$ cat src/rtl/svreal_rec_pkg.sv
`default_nettype none
// ============================================================================
// Package     : svreal_rec_pkg
// Description : Shared types and helpers for HardFloat recoded (recFN) blocks.
//               Holds the value class enum, the recoded word width helper and
//               the exponent-tag patterns used to classify a recFN word.
// Revision    : 1.0 - initial release
// ============================================================================
package svreal_rec_pkg;

    // Value class of a recFN word
    typedef enum logic [1:0] {
        REC_ZERO   = 2'd0,
        REC_FINITE = 2'd1,
        REC_INF    = 2'd2,
        REC_NAN    = 2'd3
    } rec_class_t;

    // Top three bits of the recoded exponent select the class; every other
    // pattern is a finite nonzero value.
    localparam logic [2:0] c_TAG_ZERO = 3'b000;
    localparam logic [2:0] c_TAG_INF  = 3'b110;
    localparam logic [2:0] c_TAG_NAN  = 3'b111;

    // Recoded word: sign + (exp_bits+1)-bit exponent + (sig_bits-1)-bit fraction
    function automatic int rec_width(input int exp_bits, input int sig_bits);
        return exp_bits + sig_bits + 1;
    endfunction

endpackage
`default_nettype wire

$ cat src/rtl/rec_fn_classify.sv
`default_nettype none
// ============================================================================
// Module      : rec_fn_classify
// Description : Combinational decode of a recFN word into class, sign,
//               unbiased exponent and integer significand {1, frac}.
//               Subnormals arrive already normalised by the recoding, so the
//               hidden bit is always 1 for finite nonzero values.
// Ports       : i_rec   - recFN word (sign, exponent, fraction)
//               o_cls   - value class
//               o_sign  - sign bit
//               o_exp   - E = expField - 2^EXP_BITS (signed)
//               o_sig   - M = {1, frac}
// Revision    : 1.0 - initial release
// ============================================================================
module rec_fn_classify
    import svreal_rec_pkg::*;
#(
    parameter  int EXP_BITS = 8,
    parameter  int SIG_BITS = 24,
    localparam int REC_W    = rec_width(EXP_BITS, SIG_BITS)
) (
    input  logic [REC_W-1:0]           i_rec,
    output rec_class_t                 o_cls,
    output logic                       o_sign,
    output logic signed [EXP_BITS+1:0] o_exp,
    output logic [SIG_BITS-1:0]        o_sig
);

    logic [EXP_BITS:0] w_exp_field;
    logic [2:0]        w_tag;

    assign w_exp_field = i_rec[REC_W-2 -: EXP_BITS+1];
    assign w_tag       = w_exp_field[EXP_BITS -: 3];

    always_comb begin
        o_cls = REC_FINITE;
        case (w_tag)
            c_TAG_ZERO: o_cls = REC_ZERO;
            c_TAG_INF:  o_cls = REC_INF;
            c_TAG_NAN:  o_cls = REC_NAN;
            default:    o_cls = REC_FINITE;
        endcase
    end

    assign o_sign = i_rec[REC_W-1];

    // The recoded exponent is biased by exactly 2^EXP_BITS
    assign o_exp = $signed({1'b0, w_exp_field}) - $signed({2'b01, {EXP_BITS{1'b0}}});

    assign o_sig = {1'b1, i_rec[SIG_BITS-2:0]};

endmodule
`default_nettype wire

$ cat src/rtl/rec_to_fixed_pipe.sv
`default_nettype none
// ============================================================================
// Module      : rec_to_fixed_pipe
// Description : Three-stage valid/ready converter from recFN to signed fixed
//               point (real value = out_data * 2^FIX_EXP). Stage 1 decodes,
//               stage 2 aligns the significand, stage 3 rounds and saturates.
//               Zero, tiny, huge, inf and nan are handled explicitly.
// Ports       : clk, rst_n          - clock, synchronous active-low reset
//               in_valid/in_ready   - input handshake
//               in_data             - recFN word
//               out_valid/out_ready - output handshake
//               out_data            - signed fixed-point result
//               out_ovf             - result saturated (overflow or inf)
//               out_nan             - input was nan, out_data is 0
//               out_udf             - nonzero finite input rounded to 0
// Revision    : 1.0 - initial release
// ============================================================================
module rec_to_fixed_pipe
    import svreal_rec_pkg::*;
#(
    parameter  int EXP_BITS  = 8,
    parameter  int SIG_BITS  = 24,
    parameter  int FIX_WIDTH = 25,
    parameter  int FIX_EXP   = -16,
    parameter  int ROUND     = 1,
    localparam int REC_W     = rec_width(EXP_BITS, SIG_BITS)
) (
    input  logic                 clk,
    input  logic                 rst_n,
    input  logic                 in_valid,
    output logic                 in_ready,
    input  logic [REC_W-1:0]     in_data,
    output logic                 out_valid,
    input  logic                 out_ready,
    output logic [FIX_WIDTH-1:0] out_data,
    output logic                 out_ovf,
    output logic                 out_nan,
    output logic                 out_udf
);

    // Fraction bits kept below the output LSB while aligning: enough that a
    // right shift by SIG_BITS+1 still lands every significand bit in
    // guard/sticky.
    localparam int c_FB  = SIG_BITS + 1;
    // Alignment buffer: significand shifted left by up to c_FB+FIX_WIDTH-1
    localparam int c_VW  = SIG_BITS + c_FB + FIX_WIDTH;
    localparam int c_SHW = $clog2(c_VW);

    // Magnitude bounds (FIX_WIDTH+2 bits so the rounding carry is visible)
    localparam logic [FIX_WIDTH+1:0] c_POS_MAG = {3'b000, {(FIX_WIDTH-1){1'b1}}};
    localparam logic [FIX_WIDTH+1:0] c_NEG_MAG = {3'b001, {(FIX_WIDTH-1){1'b0}}};
    localparam logic [FIX_WIDTH-1:0] c_POS_LIM = {1'b0, {(FIX_WIDTH-1){1'b1}}};
    localparam logic [FIX_WIDTH-1:0] c_NEG_LIM = {1'b1, {(FIX_WIDTH-1){1'b0}}};

    // ------------------------------------------------------------------
    // Handshake: a stage loads when empty or when its content moves on.
    // The ready path is combinational from out_ready back to in_ready so
    // a single bubble anywhere lets upstream advance during a stall.
    // ------------------------------------------------------------------
    logic r_v1;
    logic r_v2;
    logic r_v3;
    logic w_ld1;
    logic w_ld2;
    logic w_ld3;

    assign w_ld3     = !r_v3 || out_ready;
    assign w_ld2     = !r_v2 || w_ld3;
    assign w_ld1     = !r_v1 || w_ld2;
    assign in_ready  = rst_n && w_ld1;
    assign out_valid = r_v3;

    // ------------------------------------------------------------------
    // Stage 1: decode
    // ------------------------------------------------------------------
    rec_class_t                 w_dec_cls;
    logic                       w_dec_sign;
    logic signed [EXP_BITS+1:0] w_dec_exp;
    logic [SIG_BITS-1:0]        w_dec_sig;

    rec_fn_classify #(
        .EXP_BITS (EXP_BITS),
        .SIG_BITS (SIG_BITS)
    ) u_classify (
        .i_rec  (in_data),
        .o_cls  (w_dec_cls),
        .o_sign (w_dec_sign),
        .o_exp  (w_dec_exp),
        .o_sig  (w_dec_sig)
    );

    rec_class_t                 r_s1_cls;
    logic                       r_s1_sign;
    logic signed [EXP_BITS+1:0] r_s1_exp;
    logic [SIG_BITS-1:0]        r_s1_sig;

    always_ff @(posedge clk) begin
        if (!rst_n) begin
            r_v1      <= 1'b0;
            r_s1_cls  <= REC_ZERO;
            r_s1_sign <= 1'b0;
            r_s1_exp  <= '0;
            r_s1_sig  <= '0;
        end else if (w_ld1) begin
            r_v1 <= in_valid;
            if (in_valid) begin
                r_s1_cls  <= w_dec_cls;
                r_s1_sign <= w_dec_sign;
                r_s1_exp  <= w_dec_exp;
                r_s1_sig  <= w_dec_sig;
            end
        end
    end

    // ------------------------------------------------------------------
    // Stage 2: align. S is the left shift that maps M (an integer with
    // SIG_BITS-1 fraction bits) onto the output LSB weight 2^FIX_EXP.
    // ------------------------------------------------------------------
    logic signed [31:0]   w_shift;
    logic [c_SHW-1:0]     w_sh;
    logic [c_VW-1:0]      w_wide;
    logic [FIX_WIDTH:0]   w_mag;
    logic                 w_guard;
    logic                 w_sticky;
    logic                 w_big;

    assign w_shift = $signed({{(32-EXP_BITS-2){r_s1_exp[EXP_BITS+1]}}, r_s1_exp})
                     - (SIG_BITS - 1) - FIX_EXP;
    // Only meaningful while -c_FB <= S < FIX_WIDTH; other ranges are
    // overridden below.
    assign w_sh    = c_SHW'(w_shift + c_FB);
    assign w_wide  = {{(c_VW-SIG_BITS){1'b0}}, r_s1_sig} << w_sh;

    always_comb begin
        w_mag    = w_wide[c_FB +: FIX_WIDTH+1];
        w_guard  = w_wide[c_FB-1];
        w_sticky = |w_wide[c_FB-2:0];
        // Definitely too large: shift past the output, or bits pushed out
        // above the FIX_WIDTH+1-bit magnitude.
        w_big    = (w_shift >= FIX_WIDTH) || (|w_wide[c_VW-1:c_FB+FIX_WIDTH+1]);
        if (w_shift < -c_FB) begin
            w_mag    = '0;
            w_guard  = 1'b0;
            w_sticky = 1'b1;
            w_big    = 1'b0;
        end
    end

    rec_class_t         r_s2_cls;
    logic               r_s2_sign;
    logic [FIX_WIDTH:0] r_s2_mag;
    logic               r_s2_guard;
    logic               r_s2_sticky;
    logic               r_s2_big;

    always_ff @(posedge clk) begin
        if (!rst_n) begin
            r_v2        <= 1'b0;
            r_s2_cls    <= REC_ZERO;
            r_s2_sign   <= 1'b0;
            r_s2_mag    <= '0;
            r_s2_guard  <= 1'b0;
            r_s2_sticky <= 1'b0;
            r_s2_big    <= 1'b0;
        end else if (w_ld2) begin
            r_v2 <= r_v1;
            if (r_v1) begin
                r_s2_cls    <= r_s1_cls;
                r_s2_sign   <= r_s1_sign;
                r_s2_mag    <= w_mag;
                r_s2_guard  <= w_guard;
                r_s2_sticky <= w_sticky;
                r_s2_big    <= w_big;
            end
        end
    end

    // ------------------------------------------------------------------
    // Stage 3: round and saturate
    // ------------------------------------------------------------------
    logic w_inc;

    if (ROUND != 0) begin : g_round_nearest
        // Adding the guard bit to the magnitude gives ties away from zero
        assign w_inc = r_s2_guard;
    end else begin : g_round_trunc
        assign w_inc = 1'b0;
    end

    logic [FIX_WIDTH+1:0] w_rnd;
    logic [FIX_WIDTH-1:0] w_data;
    logic                 w_ovf;
    logic                 w_nan;
    logic                 w_udf;

    assign w_rnd = {1'b0, r_s2_mag} + (FIX_WIDTH+2)'(w_inc);

    always_comb begin
        w_data = '0;
        w_ovf  = 1'b0;
        w_nan  = 1'b0;
        w_udf  = 1'b0;
        case (r_s2_cls)
            REC_INF: begin
                w_data = r_s2_sign ? c_NEG_LIM : c_POS_LIM;
                w_ovf  = 1'b1;
            end
            REC_NAN: begin
                w_nan = 1'b1;
            end
            REC_FINITE: begin
                if (r_s2_sign) begin
                    // -2^(FIX_WIDTH-1) is representable, so the negative
                    // bound is one larger than the positive one.
                    if (r_s2_big || (w_rnd > c_NEG_MAG)) begin
                        w_data = c_NEG_LIM;
                        w_ovf  = 1'b1;
                    end else begin
                        w_data = -w_rnd[FIX_WIDTH-1:0];
                    end
                end else begin
                    if (r_s2_big || (w_rnd > c_POS_MAG)) begin
                        w_data = c_POS_LIM;
                        w_ovf  = 1'b1;
                    end else begin
                        w_data = w_rnd[FIX_WIDTH-1:0];
                    end
                end
                // A finite value is never exactly zero before rounding, so
                // mag/guard/sticky always hold at least one set bit here.
                w_udf = !w_ovf && (w_rnd == '0) &&
                        ((|r_s2_mag) || r_s2_guard || r_s2_sticky);
            end
            default: begin
                w_data = '0;
            end
        endcase
    end

    always_ff @(posedge clk) begin
        if (!rst_n) begin
            r_v3     <= 1'b0;
            out_data <= '0;
            out_ovf  <= 1'b0;
            out_nan  <= 1'b0;
            out_udf  <= 1'b0;
        end else if (w_ld3) begin
            r_v3 <= r_v2;
            if (r_v2) begin
                out_data <= w_data;
                out_ovf  <= w_ovf;
                out_nan  <= w_nan;
                out_udf  <= w_udf;
            end
        end
    end

endmodule
`default_nettype wire

$ cat config.mk
export PLATFORM = sky130hd
export DESIGN_NAME = rec_to_fixed_pipe
export DESIGN_NICKNAME = d
export VERILOG_FILES = /design/src/rtl/svreal_rec_pkg.sv /design/src/rtl/rec_fn_classify.sv /design/src/rtl/rec_to_fixed_pipe.sv
export SDC_FILE = /design/constraint.sdc
export NUM_CORES = 1
export LEC_CHECK = 0
export ABC_AREA = 1
export CAP_MARGIN = 20
export CELL_PAD_IN_SITES_DETAIL_PLACEMENT = 1
export CELL_PAD_IN_SITES_GLOBAL_PLACEMENT = 2
export CORE_ASPECT_RATIO = 2
export CORE_MARGIN = 5
export CORE_UTILIZATION = 31
export CTS_CLUSTER_SIZE = 12
export DETAILED_ROUTE_END_ITERATION = 8
export PLACE_DENSITY_LB_ADDON = 0.1
export SLEW_MARGIN = 20
export SYNTH_ARGS = -nofsm -noshare
export SYNTH_HDL_FRONTEND = slang
export SYNTH_SLANG_ARGS = --single-unit
$ cat constraint.sdc
create_clock -name clk -period 4 [get_ports clk]
set_input_delay 0.4 -clock clk [delete_from_list [all_inputs] [get_ports clk]]
set_output_delay 0.4 -clock clk [all_outputs]
set_load 0.1 [all_outputs]
======== Word level (Yosys, flattened, before mapping) ========
Index checks and enable logic that the tools add are counted.
cells by class
  multiplexer cells ....................... 17
  $add $sub $neg .......................... 6
  shifts and indexed selects .............. 1
  order comparisons ....................... 4
  reductions and logical operators ........ 23
  equality and inequality tests ........... 5
operators with widths
  cell                     count
  $mux W25                 4
  $shl A24 B7 Y74          1
  $pmux W25 S2             1
  $add A26 B1 Y27          1
  $gt A27 B24 Y1 const B   1
  $gt A27 B25 Y1 const B   1
  $logic_not A27 Y1        1
  $mux W26                 1
  $reduce_or A26 Y1        1
  $neg A25 Y25             1
  $reduce_or A24 Y1        1
  $reduce_or A23 Y1        1
  $ge A12 B6 Y1 const B    1
  $lt A12 B6 Y1 const B    1
  $sub A11 B5 Y12 const B  1
  $sub A10 B6 Y11 const B  1
  $sub A9 B9 Y10 const B   1
  $mux W1                  9
  $logic_or A1 B1 Y1       8
  $add A7 B6 Y7 const B    1
  $eq A3 B3 Y1 const B     2
  $pmux W2 S3              1
  $reduce_and A2 Y1        3
  $eq A2 B2 Y1 const B     2
  5 further kinds          10
word-level totals
  output and inout bits ................... 30
  logic and storage cells ................. 73
  bits in registers ....................... 100
  input port bits ......................... 37

======== Depth between registers and ports, before layout ========
Gate-level depths: netlist (run 1).
  depth in word-level cells ............... 10
  gate-level depth with buffers ........... 24

======== By module ========
Synthesis (run 1) repeated with hierarchy kept, for this count alone.
unflattened totals
  cell total of the unflattened synthesis .. 1493
  area total of the unflattened synthesis .. 8433.1 sq um
by module, submodules not included
  module             seq. area each (sq um)  area each (sq um)  cells an instance  times used
  rec_to_fixed_pipe  2001.9                  8141.6             1450               1
  rec_fn_classify    0.0                     291.5              43                 1

======== Worst setup path before layout (run 1) ========
No wires, ideal clock.
  kind .................................... flip-flop to flip-flop
  from .................................... reg r_s1_exp[0]
  to ...................................... reg r_s2_big
  arrival time ............................ 2636 ps
  path slack .............................. 1232 ps
  cell stages (with the launch flop) ...... 24
  clock period less this slack ............ 2768 ps
  setup time .............................. 132 ps
  cells stage by stage .................... dfxtp_1 > buf_2 > inv_1 > clkbuf_1 > ha_1 > inv_1 > nand2_1 > nand2_1 > clkbuf_1 > o21ai_0 > nand2_1 > nand2_1 > nand2_1 > nand2_1 > nand2_1 > nand2_1 > nor2_1 > nand2_1 > nor2_1 > nand3_1 > nand2_1 > nand2_1 > nand2_1 > a21oi_1
on the way
  longest elaborated chain between the ends .. 7
RTL lines
  element                 RTL line                  RTL
  from (decl)             rec_to_fixed_pipe.sv:94   logic signed [EXP_BITS+1:0] r_s1_exp;
  from (signal assigned)  rec_to_fixed_pipe.sv:109  r_s1_exp <= w_dec_exp;
  $sub A10 B6 Y11 (*)     rec_to_fixed_pipe.sv:128  - (SIG_BITS - 1) - FIX_EXP;
  $sub A11 B5 Y12 (*)     rec_to_fixed_pipe.sv:128
  $add A7 B6 Y7           rec_to_fixed_pipe.sv:131  assign w_sh = c_SHW'(w_shift + c_FB);
  $shl A24 B7 Y74         rec_to_fixed_pipe.sv:132  assign w_wide = {{(c_VW-SIG_BITS){1'b0}}, r_s1_sig} << w_sh;
  $reduce_or A23 Y1       rec_to_fixed_pipe.sv:140  w_big = (w_shift >= FIX_WIDTH) || (|w_wide[c_VW-1:c_FB+FIX_WIDTH+1]);
  $logic_or A1 B1 Y1      rec_to_fixed_pipe.sv:140
  $mux W1 (*)             rec_to_fixed_pipe.sv:141  if (w_shift < -c_FB) begin
  to (signal assigned)    rec_to_fixed_pipe.sv:173  r_s2_big <= w_big;
  to (decl)               rec_to_fixed_pipe.sv:154  logic r_s2_big;
Mark *: on every way between the ends. The rest lies on a longest branch, timed or not.
A chain may end at the register's enable or synchronous reset.

======== Worst setup path after layout (run 1) ========
Same ends and word-level chain as after synthesis.

==> impl_metrics.yaml, run 1 <==
outcome:
  status: "completed"
sta:
  tightest_slew_ns: 0.983
  fin_crit_sh_pct: 91.3
  fin_crit_ns: 3.65
  grt_setup_unrepaired: "false"
  clock.fmax_mhz: 274
  final_max_slew_viol_count: 0
  hold_violations: 0
  skew_ns: 0.0130
  fin_tns_setup_ns: 0
  setup_viol: 0
  slew_headroom_pct: 34.2
floorplanning:
  row_count: 85
  pin_count: 67
  die_w_um: 127
  die_y_um: 244
  core_sq_um: 27000
  start_util_pct: 31.5
  die-area_sq_um: 31100
power_and_ir_drop:
  peakVddDrop_uv: 189
  power.share.clock_pct: 27.1
  switching_share_pct: 44.5
  sequentialPowerShare_pct: 31.4
  internal_power_mw: 1.88
  power.density_nw_per_um2: 345
  p_switching_mw: 1.51
  combPwrFrac_pct: 41.5
  p_leak_nw: 4.39
yosys:
  synth_cell_types: 44
  synthCells: 1502
  synth_edf_count: 0
  syn-cell-area_sq_um: 8510
  avgSynthCellArea_sq_um: 5.67
  synth_warnings: 0
  ys.flop_type: "dfxtp_1"
  yosysSeqAreaShare_pct: 23.3
  synth_async_sr_flop_share_pct: 0
  synthesis.nets: 1549
  ys_ff_latch: 99
worst_hold_path:
  hold_path_startpoint: "out_data[15]"
  min_to: "out_data[15]"
  holdCritPathClass: "reg -> reg"
  worst_hold_path.num_cells: 2
global_routing:
  grt_use_total_pct: 23.3
  grt_pass1_wl_um: 55200
  grt_max_degree: 54
  overflow: 0
  grt_pass1_vias: 10300
  antenna_found_initial: 0
worst_setup_path:
  slowest_delay_ns: 0.43
  endpoint_kind: "register"
  regToRegSetupSlack_ns: 0.35
  cp_slowest_cell: "inv_1"
  reg2reg_depth: 19
  crit_chain: "buf_4, ha_1, nand2_1, nand3_1, nand2_1, inv_1, buf_4, nand2_1, nand2_1, nand2_1, nand3_1, nand2_1, nand3_1, a21oi_1, nand3_1, nand2_1, nand2_1, nand2_1, a21oi_1"
  crit_type: "reg -> reg"
  r2r-start: "r_s1_exp[0]"
  cpMostUsedCell: "nand2_1"
  crit_required_ns: 4.30
  critPathLaunchType: "register"
  worstPathMaxFanout: 53
  arrival_ns: 3.96
  rr_endpoint: "r_s2_big"
clocking:
  ctsHoldBuffers: 0
  cts_tree: "yes"
  cts_buffer_depth: 2
  worstSkewPairLatency_ns: 0.38
  cts.sinks: 99
  cts_root_buf: "clkbuf_16"
  clk_pin_slew_ns: 0.08
  htreeDepth: 3
  post_cts_resized: 0
  postCtsSetupBuffers: 0
  numCtsBuffers: 9
route:
  wl_per_cell_um: 19.1
  vias: 9759
  drc: 0
  drtPass1Iterations: 4
  postRouteAntennaNets: 0
  drtIter0Drc: 311
  routed_via_density: 5.18
  finalWirelength_um: 36000
layout:
  final_util_pct: 36.4
  final_nets: 1579
  most-common-layout-cells: "nand2_1 (563), nand3_1 (161), nor2_1 (123)"
  drive_gt1_share_pct: 8.33
  layout_commonest_cell: "nand2_1"
  fillers: 3752
  areaGrowthSynthToFinish_pct: 15.3
  diodes: 0
placement:
  portBuffers: 66
  place_hpwl_um: 30600
  gp_congestion: 0.983
run:
  cap_violations: 0
worst max-delay path, delay by kind of cell, from the launching register on:
family,cells,cell delay (ns)
AOI/OAI and AO/OA,2,0.20
adders and majority gates,1,0.25
DFF,1,0.33
buffers and inverters,3,1.14
and+or+nand+nor,13,1.65
how the worst max path moves through the flow:
stage | start | end | slack (ns) | depth (start not counted)
floorplan | r_s1_exp[0] | r_s2_big | 1.23 | 23
global placement | r_s1_exp[0] | r_s2_big | 0.40 | 17
detailed placement | r_s1_exp[0] | r_s2_big | 0.34 | 17
CTS | r_s1_exp[0] | r_s2_big | 0.31 | 17
global route | r_s1_exp[0] | r_s2_big | 0.07 | 17
finish | r_s1_exp[0] | r_s2_big | 0.35 | 19
power by group through the flow:
stage	sequential (mW)	clock, mW	combinational [mW]
floorplan	1.09	0	0.919
global placement	1.09	0	1.41
detailed placement	1.09	0	1.41
CTS	1.06	0.961	1.42
global route	1.07	0.991	1.55
finish	1.06	0.919	1.41
synthesized netlist by cell type, types with 8 or more instances:
cell type	n	area share, %
o211ai_1	8	0.71
nand3_1	161	9.5
nand2_1	564	25
ha_1	10	1.5
o21ai_1	20	1.2
buf_2	14	0.82
clkbuf_1	50	2.2
nand2_2	24	1.8
a21oi_1	84	4.9
nand4_1	22	1.6
nand2_4	8	1.1
dfxtp_1	99	23
inv_1	116	5.1
o21ai_0	87	5.1
xor2_1	14	1.4
nor2_4	10	1.3
a21oi_2	10	1.0
nor2_1	123	5.4
nor3_1	10	0.59
nor2_2	8	0.59
logic make-up (layout without fill, tap and decap cells):
kind of cell             Yosys count  count (layout)  share of synthesized area (%)
AO/OA/AOI/OAI                    230             230                           14.8
XOR/XNOR                          16              16                           1.73
adder cells (fa/ha/maj)           10              10                           1.47
buffers and inverters            195             230                           8.98
flip-flops                        99              99                           23.3
AND/OR/NAND/NOR                  952             952                           49.7
registers in the layout (all words and copies together) (netlist names):
name	flops
r_s2_big	1
out_ovf	1
r_v2	1
r_s2_cls	2
r_s1_sig	24
r_s2_sign	1
r_s1_cls	2
r_s2_mag	26
out_nan	1
r_s1_exp	9
out_valid	1
out_data	25
out_udf	1
r_s1_sign	1
r_s2_guard	1
r_v1	1
r_s2_sticky	1
layout make-up:
type	instances	area, sq um	share of cell area, %
Clock buffer	9	225	2.29
Multi-Input combinational cell	1208	5770	58.8
Clock inverter	7	78.8	0.803
Inverter	124	465	4.74
Tap cell	348	435	4.43
Sequential cell	99	1980	20.2
Timing Repair Buffer	90	863	8.79
per-stage QoR:
step                setup slack (ns)  cells  cell area (sq um)  hold WS, ns  power, mW
floorplan                       1.23   1502               8510        0.439       2.01
detailed placement             0.338   1869               9520        0.459       2.50
global placement               0.398   1869               9520        0.452       2.49
finish                         0.347   1885               9820        0.470       3.39
global route                  0.0650   1885               9820        0.486       3.61
CTS                            0.313   1885               9820        0.472       3.45
per-layer routing:
layer  vias to the layer above  part of all wire [%]  global-route usage [%]
met1                      4581                    29                    17.3
met2                       165                    59                    49.2
met5                         -                     0                       0
li1                       4902                     -                       -
met3                       111                   1.9                    2.75
met4                         0                   9.6                    19.1
(Power assumes the default switching activity.)
==> inputs of run 2 (changes only) <==
--- a/config.mk
+++ b/config.mk
@@ -6,7 +6,7 @@
 export NUM_CORES = 1
 export LEC_CHECK = 0
 export ABC_AREA = 1
-export CAP_MARGIN = 20
+export CAP_MARGIN = 25
 export CELL_PAD_IN_SITES_DETAIL_PLACEMENT = 1
 export CELL_PAD_IN_SITES_GLOBAL_PLACEMENT = 2
 export CORE_ASPECT_RATIO = 2
==> results of run 2 <==
Final layout, timing and power as in run 1 (identical DEF).
